===== src/rtl/vertical_scale_pkg.sv =====
// Shared types and constants for the per-channel vertical scale controller.
package vertical_scale_pkg;

    typedef enum logic [1:0] {
        CMD_NONE = 2'd0,
        CMD_LOAD = 2'd1,
        CMD_UP   = 2'd2,
        CMD_DOWN = 2'd3
    } cmd_e;

    localparam int DEFAULT_MIN_EXP   = 0;
    localparam int DEFAULT_MAX_EXP   = 10;
    localparam int DEFAULT_RESET_EXP = 3;

    function automatic int clog2(input int value);
        int result;
        int remaining;
        result    = 0;
        remaining = value - 1;
        while (remaining > 0) begin
            result++;
            remaining = remaining >> 1;
        end
        return result;
    endfunction

    // A single-channel build still needs a one-bit select port.
    function automatic int sel_width(input int num_channels);
        return (num_channels > 1) ? clog2(num_channels) : 1;
    endfunction

    localparam int DEFAULT_SEL_BITS = sel_width(2);

endpackage


===== src/rtl/power_of_two_log2.sv =====
// Combinational encoder: bit index of a one-hot factor plus validity flags.
module power_of_two_log2 #(
    parameter int FACTOR_BITS = 11,
    parameter int EXP_BITS    = 4,
    parameter int MIN_EXP     = 0,
    parameter int MAX_EXP     = 10
) (
    input  logic [FACTOR_BITS-1:0] factor,
    output logic [EXP_BITS-1:0]    exponent,
    output logic                   is_pow2,
    output logic                   in_range
);

    int index;

    always_comb begin
        // NOTE: every combinational output gets a default before any branch, so no latch is inferred.
        index = 0;
        for (int i = 0; i < FACTOR_BITS; i++) begin
            if (factor[i]) begin
                index = i;
            end
        end
        is_pow2  = (factor != '0) && ((factor & (factor - FACTOR_BITS'(1))) == '0);
        in_range = (index >= MIN_EXP) && (index <= MAX_EXP);
        exponent = EXP_BITS'(index);
    end

endmodule


===== src/rtl/vertical_scale_exponent_ctrl.sv =====
// Per-channel vertical scale state: two-stage command pipeline driving registered exponent/factor outputs.
module vertical_scale_exponent_ctrl
    import vertical_scale_pkg::*;
#(
    parameter int NUM_CHANNELS        = 2,
    parameter int SCALE_FACTOR_SIZE   = 11,
    parameter int SCALE_EXPONENT_BITS = 4,
    parameter int MIN_EXP             = DEFAULT_MIN_EXP,
    parameter int MAX_EXP             = DEFAULT_MAX_EXP,
    parameter int RESET_EXP           = DEFAULT_RESET_EXP
) (
    input  logic                                         clock,
    input  logic                                         reset,
    input  logic [sel_width(NUM_CHANNELS)-1:0]           channelSelect,
    input  logic                                         loadValid,
    input  logic [SCALE_FACTOR_SIZE-1:0]                 loadFactor,
    input  logic                                         stepUp,
    input  logic                                         stepDown,
    output logic [NUM_CHANNELS*SCALE_EXPONENT_BITS-1:0]  scaleExponents,
    output logic [NUM_CHANNELS*SCALE_FACTOR_SIZE-1:0]    scaleFactors,
    output logic [NUM_CHANNELS-1:0]                      exponentChanged,
    output logic [NUM_CHANNELS-1:0]                      atMax,
    output logic [NUM_CHANNELS-1:0]                      atMin,
    output logic                                         loadError
);

    localparam int CSW = sel_width(NUM_CHANNELS);
    localparam int EB  = SCALE_EXPONENT_BITS;
    localparam int FW  = SCALE_FACTOR_SIZE;

    typedef struct packed {
        cmd_e           cmd;
        logic [CSW-1:0] ch;
        logic [EB-1:0]  exp;
        logic           is_pow2;
        logic           in_range;
        logic           ch_valid;
    } stage1_t;

    stage1_t       s1_d, s1_q;
    logic [EB-1:0] enc_exp;
    logic          enc_pow2, enc_in_range;

    power_of_two_log2 #(
        .FACTOR_BITS (FW),
        .EXP_BITS    (EB),
        .MIN_EXP     (MIN_EXP),
        .MAX_EXP     (MAX_EXP)
    ) u_encoder (
        .factor   (loadFactor),
        .exponent (enc_exp),
        .is_pow2  (enc_pow2),
        .in_range (enc_in_range)
    );

    // Load wins over steps; opposing steps cancel.
    always_comb begin
        s1_d          = '0;
        s1_d.cmd      = CMD_NONE;
        if (loadValid) begin
            s1_d.cmd = CMD_LOAD;
        end else if (stepUp && !stepDown) begin
            s1_d.cmd = CMD_UP;
        end else if (stepDown && !stepUp) begin
            s1_d.cmd = CMD_DOWN;
        end
        s1_d.ch       = channelSelect;
        s1_d.exp      = enc_exp;
        s1_d.is_pow2  = enc_pow2;
        s1_d.in_range = enc_in_range;
        s1_d.ch_valid = int'(channelSelect) < NUM_CHANNELS;
    end

    always_ff @(posedge clock or posedge reset) begin
        if (reset) begin
            s1_q <= '0;
        end else begin
            // NOTE: clocked state is always written with non-blocking assignments.
            s1_q <= s1_d;
        end
    end

    logic [EB-1:0]           exp_q    [NUM_CHANNELS];
    logic [EB-1:0]           exp_d    [NUM_CHANNELS];
    logic [FW-1:0]           factor_q [NUM_CHANNELS];
    logic [NUM_CHANNELS-1:0] changed_q, at_max_q, at_min_q;
    logic                    load_ok, load_error_d, load_error_q;

    assign load_ok = s1_q.ch_valid && s1_q.is_pow2 && s1_q.in_range;

    // Steps are evaluated against the live register so consecutive steps accumulate.
    always_comb begin
        load_error_d = (s1_q.cmd == CMD_LOAD) && !load_ok;
        for (int k = 0; k < NUM_CHANNELS; k++) begin
            exp_d[k] = exp_q[k];
            if (s1_q.ch_valid && (int'(s1_q.ch) == k)) begin
                case (s1_q.cmd)
                    CMD_LOAD: if (load_ok)                   exp_d[k] = s1_q.exp;
                    CMD_UP:   if (exp_q[k] != EB'(MAX_EXP))  exp_d[k] = exp_q[k] + EB'(1);
                    CMD_DOWN: if (exp_q[k] != EB'(MIN_EXP))  exp_d[k] = exp_q[k] - EB'(1);
                    default:  ;
                endcase
            end
        end
    end

    always_ff @(posedge clock or posedge reset) begin
        if (reset) begin
            // NOTE: this per-channel array is architectural state rather than a RAM, so every entry is reset.
            for (int k = 0; k < NUM_CHANNELS; k++) begin
                exp_q[k]    <= EB'(RESET_EXP);
                factor_q[k] <= FW'(1) << RESET_EXP;
            end
            changed_q    <= '0;
            at_max_q     <= {NUM_CHANNELS{RESET_EXP == MAX_EXP}};
            at_min_q     <= {NUM_CHANNELS{RESET_EXP == MIN_EXP}};
            load_error_q <= 1'b0;
        end else begin
            for (int k = 0; k < NUM_CHANNELS; k++) begin
                exp_q[k]     <= exp_d[k];
                factor_q[k]  <= FW'(1) << exp_d[k];
                changed_q[k] <= exp_d[k] != exp_q[k];
                at_max_q[k]  <= exp_d[k] == EB'(MAX_EXP);
                at_min_q[k]  <= exp_d[k] == EB'(MIN_EXP);
            end
            load_error_q <= load_error_d;
        end
    end

    for (genvar k = 0; k < NUM_CHANNELS; k++) begin : g_pack
        assign scaleExponents[k*EB +: EB] = exp_q[k];
        assign scaleFactors[k*FW +: FW]   = factor_q[k];
    end

    assign exponentChanged = changed_q;
    assign atMax           = at_max_q;
    assign atMin           = at_min_q;
    assign loadError       = load_error_q;

endmodule


===== config.mk =====
export PLATFORM = sky130hd
export DESIGN_NAME = vertical_scale_exponent_ctrl
export DESIGN_NICKNAME = d
export VERILOG_FILES = /design/src/rtl/vertical_scale_pkg.sv /design/src/rtl/power_of_two_log2.sv /design/src/rtl/vertical_scale_exponent_ctrl.sv
export SDC_FILE = /design/constraint.sdc
export NUM_CORES = 1
export LEC_CHECK = 0
export CAP_MARGIN = 30
export CORE_ASPECT_RATIO = 1.75
export CORE_MARGIN = 3
export CORE_UTILIZATION = 35
export DETAILED_ROUTE_END_ITERATION = 8
export PLACE_DENSITY = 0.55
export SLEW_MARGIN = 20
export SYNTH_ARGS = -nofsm -noshare
export SYNTH_HDL_FRONTEND = slang
export SYNTH_SLANG_ARGS = --single-unit

===== constraint.sdc =====
create_clock -name clock -period 4.05 [get_ports clock]
set_input_delay 0.81 -clock clock [delete_from_list [all_inputs] [get_ports clock]]
set_output_delay 0.81 -clock clock [all_outputs]
set_load 0.1 [all_outputs]

==> impl_metrics.yaml <==
critical_path:
  crit_family: "buffers and inverters"
  worstSetupPathType: "reg -> out"
  cpMaxStageDelayCell: "clkdlybuf4s50_1"
  cp_num_buf_inv: 1
  setup.worst_path.end_class: "output pin"
  cp.arrival_ns: 2.10
  cp.required_ns: 3.24
  cp-start-kind: "register"
  crit_path_cell_trace: "clkdlybuf4s50_1"
  cp_max_fo: 15
  slowest_delay_ns: 1.22
  r2r-start: "scaleExponents[0]$_DFF_PP1_"
  startpoint: "scaleExponents[6]$_DFF_PP0_"
final_layout:
  diodes: 0
  multiInputGateArea_sq_mm: 0.00132
  regArea_sq_mm: 0.00118
  final_cell_mix: "clkdlybuf4s50_1, dfrtp_1, nor2_1"
  drive_above_1_share_pct: 8.54
  final_common_cell: "clkdlybuf4s50_1"
  final_nets: 351
  fillers: 698
  area_growth_pct: 28.9
drt:
  dr.first_iter.drc_count: 166
  remaining_drc_errors: 0
  ant_nets: 0
  num_vias: 2258
  avgViaCountPerCell: 5.45
  routed_wl_um: 6690
  route.detailed.wl_per_inst_um: 16.1
  firstDrtPassIters: 4
clock_tree:
  cts.sinks: 47
  postCtsSetupBuffers: 0
  cts_root_buf: "clkbuf_16"
  clk_latency_ns: 0.29
  clk_pin_slew_ns: 0.06
  cts_max_path_buffers: 2
  cts_hold_buf: 0
  cts_resized: 0
  htree_levels: 2
  cts_tree: "yes"
  cts_made_buffers: 5
die:
  die_w_um: 71.5
  initial_core_util_pct: 36.3
  num_io_pins: 54
  fp-row-count: 41
  core-area_sq_mm: 0.00723
  die_area_sq_mm: 0.00861
  die_h_um: 121
global_route:
  grt_pass1_wl_um: 11200
  grt_overflow_total: 0
  grt_pass1_vias: 2321
  grt_max_degree: 28
  grt_usage_pct: 16.4
  grt_antenna_before_repair: 0
synthesis:
  synth_top_area_share_pct: 39.1
  ys.flop_type: "dfrtp_1"
  avgSynthCellArea_sq_um: 9.54
  post_synth_main_area_contributors: "dfrtp_1, dfstp_2, nor2_1"
  synth-edff-count: 0
  ys_warn_count: 0
  post-synth-top-area-cell: "dfrtp_1"
  ys_ff_latch: 47
  synth_area_sq_mm: 0.00262
  synth_seq_area_share_pct: 45.1
  syn_inst: 275
  async_flop_share_pct: 100
  yosysUniqueCellTypes: 63
place:
  place.gp.congestion: 0.895
  hpwlAfterDp_um: 5100
  portBuffers: 53
sta:
  fmax_mhz: 343
  setup_tns_ns: 0
  min_period_ns: 2.91
  slew_headroom_pct: 34.0
  rsz0062_at_grt: "false"
  slew_viol_final: 0
  setup_viol: 0
  hold_viol_final: 0
  whs_ns: 0.674
  fin_crit_sh_pct: 72.0
  skew_ns: 0.00352
  tightest_slew_ns: 0.987
power:
  peakVddDrop_v: 0.000472
  powerDensity_mw_per_mm2: 733
  p_leak_nw: 1.44
status:
  status: "completed"
worst_hold_path:
  hp-start: "s1_q[7]$_DFF_PP0_"
  hold_class: "reg -> reg"
job:
  maxCapViolations: 0
[cells by family (layout without fill, tap and decap cells)]
family          count (synthesis)  after routing  synth area share [%]
xor+xnor                        2              2                 0.668
buf+inv                        24             76                  4.91
flops                          47             47                  45.1
fa+ha+maj                       9              9                  4.10
simple gates                  116            116                  23.5
compound gates                 69             69                  18.5
mux                             7              7                  3.10
other cells                     1              2                 0.143
[state kept, by name (all words and copies together) (netlist names)]
signal and cells:
atMax 2, atMin 2, exponentChanged 2, loadError 1, s1_q 10, scaleExponents 8
scaleFactors 22
[cell usage after synthesis, types with 6 or more instances]
library cell / n
a21oi_1: 13
nand2b_1: 7
nor2_1: 39
dfstp_2: 6
nor2b_1: 6
dfrtp_1: 41
o21ai_0: 14
ha_1: 7
nand2_1: 15
inv_1: 14
nor3_1: 15
[final timing paths]
kind,end,slack (ns),cells past startpoint
setup / recovery,scaleExponents[6],1.14,1
max in group asynchronous,scaleExponents[5]$_DFF_PP1_,2.62,3
hold reg to reg,exponentChanged[1]$_DFF_PP0_,0.67,2
hold / removal,exponentChanged[1]$_DFF_PP0_,0.67,2
min in group asynchronous,s1_q[2]$_DFF_PP0_,0.85,2
setup reg to reg,scaleFactors[0]$_DFF_PP0_,1.36,8
[per-stage QoR]
step / power, mW / setup WS [ns] / instances / util [%] / cell area, sq um
after floorplan: 1.72 / 1.21 / 276 / - / 2630
after global placement: 2.01 / 1.28 / 405 / 44.1 / 3190
after global routing: 2.61 / 1.08 / 414 / 46.8 / 3380
final: 2.48 / 1.14 / 414 / 46.8 / 3380
after CTS: 2.50 / 1.13 / 414 / 46.8 / 3380
after detailed placement: 2.02 / 1.22 / 406 / 44.4 / 3210
[final cells by class]
type                            instances  area share, %
Clock buffer                            6           4.11
Clock inverter                          2           1.04
Inverter                               14           1.55
Multi-Input combinational cell        205           38.9
Sequential cell                        47           35.0
Tap cell                               86           3.18
Timing Repair Buffer                   54           16.3
[routing by layer]
metal  up-vias  global-route usage, %  wire length [um]
li1       1097                      -                 -
met1      1072                   17.3              2540
met3        14                   3.74               378
met5         -                      0                 0
met2        75                   29.4              3500
met4         0                   8.94               261
[report_power, final]
part	internal (mW)	switching (mW)	leakage (nW)
Sequential	0.576	0.104	0.596
Combinational	0.348	0.979	0.761
Clock	0.307	0.167	0.0868
Total	1.23	1.25	1.44
No activity file was read; power rests on OpenSTA's default activity.
